==> config.mk <==
export PLATFORM = sky130hd
export DESIGN_NAME = fp_sqrt_result_stage
export DESIGN_NICKNAME = d
export VERILOG_FILES = /design/src/rtl/fp_sqrt_result_stage.sv
export SDC_FILE = /design/constraint.sdc
export NUM_CORES = 1
export LEC_CHECK = 0
export CORE_MARGIN = 2
export CORE_UTILIZATION = 35
export DETAILED_ROUTE_END_ITERATION = 6
export PLACE_DENSITY = 0.56
export SYNTH_ARGS = -nofsm -noshare
export SYNTH_HDL_FRONTEND = slang
export SYNTH_SLANG_ARGS = --single-unit
==> constraint.sdc <==
create_clock -name clk -period 3.2 [get_ports clk]
set_input_delay 0.64 -clock clk [delete_from_list [all_inputs] [get_ports clk]]
set_output_delay 0.64 -clock clk [all_outputs]
set_load 0.1 [all_outputs]
==> src/rtl/fp_sqrt_result_stage.sv <==
`default_nettype none
// ============================================================================
// Module   : fp_sqrt_result_stage
// Purpose  : Registered result stage behind a combinational DW_fp_sqrt.
//            Captures the square-root result and its 8-bit DW status word
//            into a 2-entry skid FIFO with valid/ready handshakes on both
//            sides. Invalid results can be replaced by the canonical qNaN.
//            Sticky exception flags and saturating invalid/result counters
//            are kept for software readout.
//
// Ports    : clk           - single clock, all state on rising edge
//            rst_n         - synchronous, active-low reset
//            in_valid      - upstream result valid
//            in_ready      - stage can accept a result this cycle
//            in_z          - sqrt result z
//            in_status     - DW status word ([2] = invalid)
//            out_valid     - head entry valid
//            out_ready     - downstream accepts head entry
//            out_z         - head result (after canonicalisation)
//            out_status    - head status (unmodified)
//            flags_clr     - clears sticky_flags and both counters
//            sticky_flags  - OR of in_status over accepted transfers
//            invalid_cnt   - accepted transfers flagged invalid, saturating
//            result_cnt    - total accepted transfers, saturating
//
// Revision : 1.0 - initial release
// ============================================================================
module fp_sqrt_result_stage #(
    parameter int sig_width = 23,
    parameter int exp_width = 8,
    parameter int canon_nan = 1,
    parameter int cnt_width = 16
) (
    input  logic                               clk,
    input  logic                               rst_n,

    input  logic                               in_valid,
    output logic                               in_ready,
    input  logic [sig_width+exp_width:0]       in_z,
    input  logic [7:0]                         in_status,

    output logic                               out_valid,
    input  logic                               out_ready,
    output logic [sig_width+exp_width:0]       out_z,
    output logic [7:0]                         out_status,

    input  logic                               flags_clr,
    output logic [7:0]                         sticky_flags,
    output logic [cnt_width-1:0]               invalid_cnt,
    output logic [cnt_width-1:0]               result_cnt
);

    localparam int c_z_width = sig_width + exp_width + 1;

    // Canonical quiet NaN: sign 0, exponent all ones, significand MSB set.
    localparam logic [c_z_width-1:0] c_qnan =
        {1'b0, {exp_width{1'b1}}, 1'b1, {(sig_width-1){1'b0}}};

    localparam logic [cnt_width-1:0] c_cnt_one = {{(cnt_width-1){1'b0}}, 1'b1};
    localparam logic [1:0]           c_depth   = 2'd2;

    // ------------------------------------------------------------------
    // State
    // ------------------------------------------------------------------
    // The head entry lives directly in the output registers so out_* are
    // flop-driven; the skid entry holds the second word while the head
    // is back-pressured.
    logic [1:0]              count_q,        count_d;
    logic [c_z_width-1:0]    head_z_q,       head_z_d;
    logic [7:0]              head_status_q,  head_status_d;
    logic [c_z_width-1:0]    skid_z_q,       skid_z_d;
    logic [7:0]              skid_status_q,  skid_status_d;
    logic [7:0]              sticky_q,       sticky_d;
    logic [cnt_width-1:0]    invalid_cnt_q,  invalid_cnt_d;
    logic [cnt_width-1:0]    result_cnt_q,   result_cnt_d;

    logic                    w_accept;
    logic                    w_pop;
    logic [c_z_width-1:0]    w_store_z;

    // ------------------------------------------------------------------
    // Handshakes: both readies/valids decode the registered count only,
    // so there is no combinational path from out_ready to in_ready.
    // ------------------------------------------------------------------
    assign in_ready  = (count_q != c_depth);
    assign out_valid = (count_q != 2'd0);
    assign w_accept  = in_valid  & in_ready;
    assign w_pop     = out_valid & out_ready;

    // ------------------------------------------------------------------
    // Canonicalisation happens on the way in, so both FIFO slots always
    // hold the final output value and the status is never altered.
    // ------------------------------------------------------------------
    generate
        if (canon_nan != 0) begin : g_canon
            assign w_store_z = in_status[2] ? c_qnan : in_z;
        end else begin : g_raw
            assign w_store_z = in_z;
        end
    endgenerate

    // ------------------------------------------------------------------
    // FIFO next-state
    // ------------------------------------------------------------------
    always_comb begin
        count_d       = count_q;
        head_z_d      = head_z_q;
        head_status_d = head_status_q;
        skid_z_d      = skid_z_q;
        skid_status_d = skid_status_q;

        case ({w_accept, w_pop})
            2'b10: begin
                // Fill the head first; only a non-empty FIFO uses the skid.
                if (count_q == 2'd0) begin
                    head_z_d      = w_store_z;
                    head_status_d = in_status;
                end else begin
                    skid_z_d      = w_store_z;
                    skid_status_d = in_status;
                end
                count_d = count_q + 2'd1;
            end
            2'b01: begin
                // Promote the skid word; with one entry the head just goes
                // invalid and keeps its last value on out_*.
                if (count_q == c_depth) begin
                    head_z_d      = skid_z_q;
                    head_status_d = skid_status_q;
                end
                count_d = count_q - 2'd1;
            end
            2'b11: begin
                // Accept requires count != 2 and pop requires count != 0,
                // so count is 1 here: the new word replaces the head.
                head_z_d      = w_store_z;
                head_status_d = in_status;
            end
            default: begin
            end
        endcase
    end

    // ------------------------------------------------------------------
    // Sticky flags and saturating counters. A coincident clear is applied
    // before the accept, so the accepted transfer is still recorded.
    // ------------------------------------------------------------------
    function automatic logic [cnt_width-1:0] sat_inc(input logic [cnt_width-1:0] v);
        return (&v) ? v : (v + c_cnt_one);
    endfunction

    always_comb begin
        logic [7:0]           sticky_base;
        logic [cnt_width-1:0] invalid_base;
        logic [cnt_width-1:0] result_base;

        sticky_base  = flags_clr ? 8'h00          : sticky_q;
        invalid_base = flags_clr ? {cnt_width{1'b0}} : invalid_cnt_q;
        result_base  = flags_clr ? {cnt_width{1'b0}} : result_cnt_q;

        sticky_d      = sticky_base;
        invalid_cnt_d = invalid_base;
        result_cnt_d  = result_base;

        if (w_accept) begin
            sticky_d     = sticky_base | in_status;
            result_cnt_d = sat_inc(result_base);
            if (in_status[2]) begin
                invalid_cnt_d = sat_inc(invalid_base);
            end
        end
    end

    // ------------------------------------------------------------------
    // Registers
    // ------------------------------------------------------------------
    always_ff @(posedge clk) begin
        if (!rst_n) begin
            count_q       <= 2'd0;
            head_z_q      <= '0;
            head_status_q <= 8'h00;
            skid_z_q      <= '0;
            skid_status_q <= 8'h00;
            sticky_q      <= 8'h00;
            invalid_cnt_q <= '0;
            result_cnt_q  <= '0;
        end else begin
            count_q       <= count_d;
            head_z_q      <= head_z_d;
            head_status_q <= head_status_d;
            skid_z_q      <= skid_z_d;
            skid_status_q <= skid_status_d;
            sticky_q      <= sticky_d;
            invalid_cnt_q <= invalid_cnt_d;
            result_cnt_q  <= result_cnt_d;
        end
    end

    assign out_z        = head_z_q;
    assign out_status   = head_status_q;
    assign sticky_flags = sticky_q;
    assign invalid_cnt  = invalid_cnt_q;
    assign result_cnt   = result_cnt_q;

endmodule
`default_nettype wire

### Word level (Yosys, flattened, before mapping)

Cells that the tools add are included.

* bits in registers: 122
* bits of input ports: 45
* output and inout port bits: 82
* logic and storage cells: 48

* add/sub/neg operators: 4
* equality and inequality tests: 7
* muxes and demuxes: 17
* bitwise operators: 4
* reductions and logical operators: 8

Operators by type and width (count)
* 16-bit 2-to-1 mux: 7
* 32-bit 2-to-1 mux: 3
* 32-bit case mux with 3 select lines: 1
* 16-bit by 1-bit adder with 16-bit output (second input constant): 2
* 8-bit 2-to-1 mux: 4
* 16-bit AND reduction: 2
* 8-bit case mux with 3 select lines: 1
* 8-bit OR: 1
* 2-bit == test (second input constant): 3
* 2-bit != test (second input constant): 3
* 2-bit case mux with 2 select lines: 1
* 2-bit nonzero test: 2
* 3-bit AND reduction: 1
* 3-bit nonzero test: 1
* 2-bit by 1-bit adder with 2-bit output (second input constant): 1
* 1-bit AND: 2
* 2-bit by 1-bit == test with 1-bit output (second input constant): 1
* 2-bit logical NOT: 1
* 2-bit AND reduction: 1
* 2-bit by 1-bit subtractor with 2-bit output (second input constant): 1
* 1-bit NOT: 1

### Longest topological paths before layout

Gate-level depths: netlist of run 1.

* depth in word-level cells: 5
* mapped depth: 12
* depth with buffers taken out: 10

### Worst setup path after synthesis of run 1

OpenSTA, ideal clock, no wires.

* path type: flip-flop to flip-flop
* from: register count_q[1]
* to: register head_z_q[13] (netlist: out_z[13])
* setup time: 117 ps
* arrival time: 2863 ps
* required time: 3083 ps
* setup slack: 220 ps
* stages on the path, launching flop included: 13
* path buffers: 3
* period minus slack after synthesis: 2980 ps
* cells stage by stage: dfxtp_1 nor2b_1 inv_2 and2_2 clkbuf_1 ha_1 mux2_2 o22a_1 nor2_4 buf_2 buf_2 nand2_1 o211a_1

* cells in the longest elaborated chain, start to end: 5
* elaborated cells between the ends (all ways): 14
* classes of those cells: 7 x eq/ne; 1 x mux; 2 x bitwise; 4 x reduce/logical

RTL lines
* start: declaration: RTL line 68 `logic [1:0] count_q, count_d;`
* start signal: assignment: RTL line 188 `count_q <= count_d;`
* 2-bit != test (*): RTL line 85 `assign in_ready = (count_q != c_depth);`
* net in_ready: RTL line 38 `output logic in_ready,`
* 1-bit AND (*): RTL line 87 `assign w_accept = in_valid & in_ready;`
* 2-bit by 1-bit == test with 1-bit output / 2-bit == test (equally long branches): RTL line 112 `case ({w_accept, w_pop})`
* 2-bit != test (no source line) / 3-bit nonzero test (equally long branches)
* 3-bit AND reduction (no source line)
* end signal: assignment: RTL line 189 `head_z_q <= head_z_d;`
* end: declaration: RTL line 69 `logic [c_z_width-1:0] head_z_q, head_z_d;`

The timed path passes the listed nets; every way through them passes the cells marked *.
A chain may end at the register's enable or synchronous reset.

### Worst setup path after layout of run 1

* from: register count_q[1]
* to: register head_z_q[9] (netlist: out_z[9])

* cells in the longest elaborated chain, start to end: 5
* elaborated cells between the ends (all ways): 14
* classes of those cells: 7 x eq/ne; 1 x mux; 2 x bitwise; 4 x reduce/logical

RTL lines (RTL line)
* 2-bit != test / 2-bit nonzero test (equally long branches): 85, 86
* 1-bit AND (on tied branches): 87, 88
* 2-bit by 1-bit == test with 1-bit output / 2-bit == test (equally long branches): 112
* 2-bit != test (no source line) / 3-bit nonzero test (equally long branches)
* 3-bit AND reduction (no source line)

Several ways; a longest one is shown, not always the timed one.

==> impl_metrics.yaml, run 1 <==
run_status:
  status: "complete, no violations"
synth:
  synthesis.nets: 705
  synth_seq_cells: 122
  syn-instance-count: 655
  synth_area_per_cell_um2: 8.62
  synth_area_um2: 5650
  ys_warn_count: 0
  yosysUniqueCellTypes: 54
  ys_seq_area_frac: 0.432
die:
  coreArea_um2: 15800
  initial_core_util: 0.357
  die_area_um2: 17200
  rows: 46
  dieHeight_um: 131
  die_x_um: 131
  ios: 127
layout:
  diodes: 0
  mostFrequentLayoutCells: "dfxtp_1, nand2_1, buf_4"
  regArea_um2: 2440
  layout_commonest_cell: "dfxtp_1"
  synthToLayoutAreaGrowth_pct: 32.4
  final_cells: 993
  multi_input_area_um2: 2970
  fillers: 1546
  layout.nets: 815
  drive_gt1_frac: 0.189
clocking:
  htree_levels: 4
  hold_buffers: 0
  cts_tree: "yes"
  cts_buffers: 17
  postCtsSetupBuffers: 0
  postCtsResizedCells: 0
  clk_latency_ns: 0.41
  cts_sinks: 122
  clockBufferDepth: 2
  clk_pin_slew_ns: 0.05
  cts_root_buf: "clkbuf_16"
route:
  drt_iter0_markers: 262
  dr.pass1.iters: 4
  routed_wl_mm: 15.2
  avgRoutedWirePerCell_um: 15.4
  ant_nets: 0
  drc: 0
  vias_per_cell: 5.02
  via_count: 4984
timing:
  max_freq_ghz: 0.357
  skew_ns: 0.00695
  worstMarginPinSlew_ns: 0.578
  grt_setup_unrepaired: "false"
  fin_crit_ns: 2.80
  finalHoldViolCount: 0
  tns_ns: 0
  finalMaxSlewViolations: 0
  min_period_over_period: 0.875
  setup_violations: 0
  slew-limit-headroom: 0.615
setup_path:
  endpoint_kind: "flip-flop"
  cp_data_required_time_ns: 3.50
  r2r_start: "count_q[1]"
  cp.arrival_ns: 3.10
  r2r-end: "out_z[9]"
  path_cells: "nor2b_1, inv_2, and2_2, buf_4, ha_1, mux2_2, o22a_1, nor2_4, buf_12, nand2_1, o211a_1"
  cp_slowest_cell: "nor2b_1"
  slowest_delay_ns: 0.38
  rrSetupSlack_ns: 0.40
  crit_end: "out_z[9]"
  startpoint: "count_q[1]"
  start_kind: "flip-flop"
  worst-setup-path-type: "flip-flop to flip-flop"
  rr_worst_depth: 11
  cp.depth: 11
  critPathMaxFanout: 71
  critical-path-top-delay-family: "simple AND/OR/NAND/NOR gates"
  cp_num_buf_inv: 3
pwr:
  p_int_mw: 3.88
  comb_power_share: 0.460
  clkPwrFrac: 0.259
  power_frac_seq: 0.280
  ir_worst_vdd_mv: 0.613
  switching_share: 0.461
  powerDensity_nw_per_um2: 961
  p_sw_mw: 3.31
  leakage_nw: 3.29
global_route:
  grt_max_degree: 72
  overflow: 0
  grt_pass1_wl_mm: 24.1
  antenna_found_initial: 0
  grt_usage: 0.181
  grt_pass1_vias: 4720
placed_design:
  port_buffers: 126
  hpwlAfterDp_mm: 10.5
  dp.cells: 962
  gp_congestion: 0.828
flow_run:
  maxCapViolCount: 0
min_path:
  hold_class: "flip-flop to flip-flop"
per-layer routing:
metal  global-route usage  wire [um]  vias up
met4               0.0582        204        0
met1                0.233       7170     2324
met2                0.293       7030      115
li1                     -          -     2534
met3               0.0521        834       11
met5                    0          0        -
registers in the layout, indices dropped and copies added, names as in the netlist:
signal and count:
out_z 32, skid_z_q 32, invalid_cnt 16, result_cnt 16
out_status 8, skid_status_q 8, sticky_flags 8, count_q 2
area by class of cell:
type                       instances  share of cell area
clock buffer                      22              0.0647
clock inverter                     9              0.0127
inverter                           9             0.00452
multi-input combinational        474               0.397
sequential                       122               0.327
tap                              216              0.0361
timing repair buffer             141               0.158
worst min path at each step:
stage / slack, ns / cells after the start / end / start
4_1_cts: 0.46 / 2 / skid_status_q[2] / skid_status_q[2]
3_5_place_dp: 0.45 / 2 / skid_status_q[2] / skid_status_q[2]
5_1_grt: 0.47 / 2 / skid_status_q[2] / skid_status_q[2]
6_report: 0.45 / 2 / skid_z_q[16] / skid_z_q[16]
2_1_floorplan: 0.44 / 2 / skid_status_q[0] / skid_status_q[0]
3_3_place_gp: 0.44 / 2 / skid_status_q[4] / skid_status_q[4]
Yosys cell counts, drive strengths merged:
cell / count / area, um^2
nand4b: 1 / 8.76
nand2b: 2 / 12.5
or2: 3 / 18.8
mux2: 2 / 22.5
xor2: 6 / 52.6
a21o: 3 / 30.0
a211o: 1 / 8.76
o22a: 1 / 8.76
and3b: 3 / 30.0
o21ai: 20 / 100
nand3b: 24 / 180
nand2: 116 / 435
inv: 8 / 30.0
and4b: 3 / 30.0
nor3: 2 / 10.0
clkbuf: 35 / 133
and3: 8 / 55.1
a211oi: 1 / 7.51
xnor2: 7 / 61.3
buf: 15 / 75.1
o211ai: 4 / 35.0
o21a: 2 / 15.0
o31ai: 5 / 37.5
a22oi: 7 / 52.6
and2: 6 / 38.8
o211a: 40 / 400
and4: 2 / 17.5
and2b: 3 / 25.0
nor4b: 1 / 8.76
nor4: 2 / 12.5
nor3b: 23 / 173
nand4: 10 / 62.6
a21oi: 61 / 305
nand3: 15 / 75.1
ha: 5 / 62.6
or4: 5 / 37.5
nor2b: 16 / 100
nor2: 27 / 109
o2111ai: 2 / 17.5
mux2i: 21 / 210
dfxtp: 122 / 2440
clkinv: 1 / 3.75
or3: 6 / 37.5
a21boi: 8 / 60.1
stage by stage:
| step | worst slack [ns] | hold WS, ns | power, mW | instance area (um^2) | util |
|---|---|---|---|---|---|
| after floorplan | 0.220 | 0.436 | 4.64 | 5650 | - |
| after global placement | 0.111 | 0.441 | 5.34 | 6900 | 0.436 |
| after detailed placement | 0.0831 | 0.448 | 5.39 | 6900 | 0.436 |
| after CTS | 0.381 | 0.455 | 7.27 | 7480 | 0.472 |
| after global routing | 0.121 | 0.474 | 7.56 | 7480 | 0.472 |
| final | 0.400 | 0.451 | 7.19 | 7480 | 0.472 |
power groups by stage:
stage	Combinational, mW	Sequential [mW]	Clock, mW
after CTS	3.34	2.02	1.91
after global placement	3.31	2.04	0
after floorplan	1.12	3.52	0
after global routing	3.51	2.06	1.99
after detailed placement	3.34	2.04	0
final	3.31	2.02	1.87
kinds of logic (layout without fill, tap and decap cells):
group	Yosys count	in the layout	share of synthesized area
simple gates	278	278	0.262
mux	23	23	0.0412
fa+ha+maj	5	5	0.0111
buf+inv	59	181	0.0427
flops	122	122	0.432
xor+xnor	13	13	0.0202
compound gates	155	155	0.191
worst reg2reg max path, cell delays in order (launching register included):
cell and delay, ns:
dfxtp_1 0.37, nor2b_1 0.38, inv_2 0.10, and2_2 0.24
buf_4 0.17, ha_1 0.22, mux2_2 0.27, o22a_1 0.21
nor2_4 0.11, buf_12 0.29, nand2_1 0.18, o211a_1 0.14
No activity file was read; power rests on OpenSTA's default activity.
==> run 2: changes to the inputs <==
- CTS_CLUSTER_SIZE: not set -> 12
- MAX_ROUTING_LAYER: not set -> met4
==> run 2 against run 1 <==
  * Worst setup slack worse by 0.067 ns
  * Sequential power is essentially flat
  * Worst hold slack better by 0.0013 ns
  * Cell count grew 0.10%
  * Largest power group unchanged
  * Final area is 0.55% higher
  * Global-route usage rose by 0.52 points
  * Critical path type unchanged
  * Maximum frequency decreased by 2.3%
==> impl_metrics.yaml, run 2 (synthesized netlist as in run 1, its figures left out) <==
global_route:
  grt_usage: 0.186
  overflow: 0
  grt_pass1_vias: 4694
  antenna_found_initial: 0
  grt_pass1_wl_mm: 24.1
  grt_max_degree: 72
clocking:
  clk_latency_ns: 0.41
  postCtsSetupBuffers: 0
  hold_buffers: 0
  cts_sinks: 122
  cts_tree: "yes"
  cts_buffers: 17
  clk_pin_slew_ns: 0.06
  postCtsResizedCells: 0
  cts_root_buf: "clkbuf_16"
  clockBufferDepth: 2
  htree_levels: 4
timing:
  setup_violations: 0
  worstMarginPinSlew_ns: 0.547
  min_period_over_period: 0.896
  fin_ws_ns: 0.333
  skew_ns: 0.00932
  finalMaxSlewViolations: 0
  fin_crit_ns: 2.87
  slew-limit-headroom: 0.635
  finalHoldViolCount: 0
  tns_ns: 0
  max_freq_ghz: 0.349
  grt_setup_unrepaired: "false"
pwr:
  powerDensity_nw_per_um2: 973
  leakage_nw: 3.31
  ir_worst_vdd_mv: 0.633
route:
  vias_per_cell: 5.09
  drc: 0
  dr.pass1.iters: 5
  drt_iter0_markers: 294
  avgRoutedWirePerCell_um: 15.5
  ant_nets: 0
  routed_wl_mm: 15.5
  via_count: 5056
layout:
  drive_gt1_frac: 0.190
  layout_commonest_cell: "dfxtp_1"
  fillers: 1543
  utilization: 0.475
  multi_input_area_um2: 2970
  diodes: 0
  synthToLayoutAreaGrowth_pct: 33.1
  mostFrequentLayoutCells: "dfxtp_1, nand2_1, buf_4"
  layout.nets: 816
  fin_area_um2: 7520
  regArea_um2: 2440
setup_path:
  worst-setup-path-type: "flip-flop to flip-flop"
  slowest_delay_ns: 0.42
  start_kind: "flip-flop"
  critical-path-top-delay-family: "simple AND/OR/NAND/NOR gates"
  endpoint_kind: "flip-flop"
  path_cells: "nor2b_1, inv_2, and2_2, buf_4, ha_1, mux2_2, o22a_1, nor2_4, buf_12, mux2i_1, nor2b_1"
  cp_slowest_cell: "nor2b_1"
  rr_worst_depth: 11
  cp_data_required_time_ns: 3.50
  cp_common_cell: "nor2b_1"
  cp_num_buf_inv: 3
  critPathMaxFanout: 71
  cp.arrival_ns: 3.17
  cp.depth: 11
placed_design:
  dpl_cell_area_um2: 6910
  gp_congestion: 0.823
  port_buffers: 126
  hpwlAfterDp_mm: 10.4
  pre_cts_ws_ns: 0.0948
die:
  coreArea_um2: 15800
  rows: 46
  ios: 127
  initial_core_util: 0.357
  die_x_um: 131
  die_area_um2: 17200
  dieHeight_um: 131
min_path:
  hold-path-cell-count: 2
  hold_class: "flip-flop to flip-flop"
flow_run:
  maxCapViolCount: 0
run_status:
  status: "complete, no violations"
==> run 2: cell count changes in the layout (fill, tap and decap cells not counted), sizes merged <==
cell | before | now
bufinv | 2 | 3
buf | 99 | 100
clkinv | 8 | 6
clkbuf | 22 | 23
==> run 2: where the power goes <==
group	internal (mW)	total, mW	switching (mW)
Sequential	1.84	2.02	0.181
Combinational	0.824	3.32	2.49
Clock	1.32	1.98	0.668
==> run 2: stage by stage <==
step	instances	hold slack (ns)	power (mW)
final	994	0.453	7.32
after global routing	994	0.475	7.66
after CTS	994	0.455	7.39
after detailed placement	963	0.447	5.38
after global placement	963	0.442	5.35
after floorplan	655	0.436	4.64
==> run 2: tightest hold or removal path, stage by stage (launching register included) <==
cell	delay (ns)
dfxtp_1	0.30
nand2_1	0.05
a21oi_1	0.05
==> run 2: worst paths after layout <==
kind / slack (ns) / startpoint / to
worst min-delay path: 0.45 / skid_z_q[16] / skid_z_q[16]
worst max register to register: 0.33 / count_q[1] / out_z[22]
worst max-delay path: 0.33 / count_q[1] / out_z[22]
worst min register to register: 0.45 / skid_z_q[16] / skid_z_q[16]
==> run 2: routing by layer <==
metal | routed length, um | track usage
met1 | 7100 | 0.231
met2 | 7340 | 0.290
met3 | 801 | 0.0533
met4 | 207 | 0.0645
met5 | 0 | -
==> run 2: layout make-up <==
cell class              instances  share of cell area
clock buffers                  23              0.0662
inverters                       9             0.00449
multi-input cells             474               0.395
flip-flops and latches        122               0.325
well taps                     216              0.0359
clock inverters                 8              0.0153
repair buffers                142               0.158
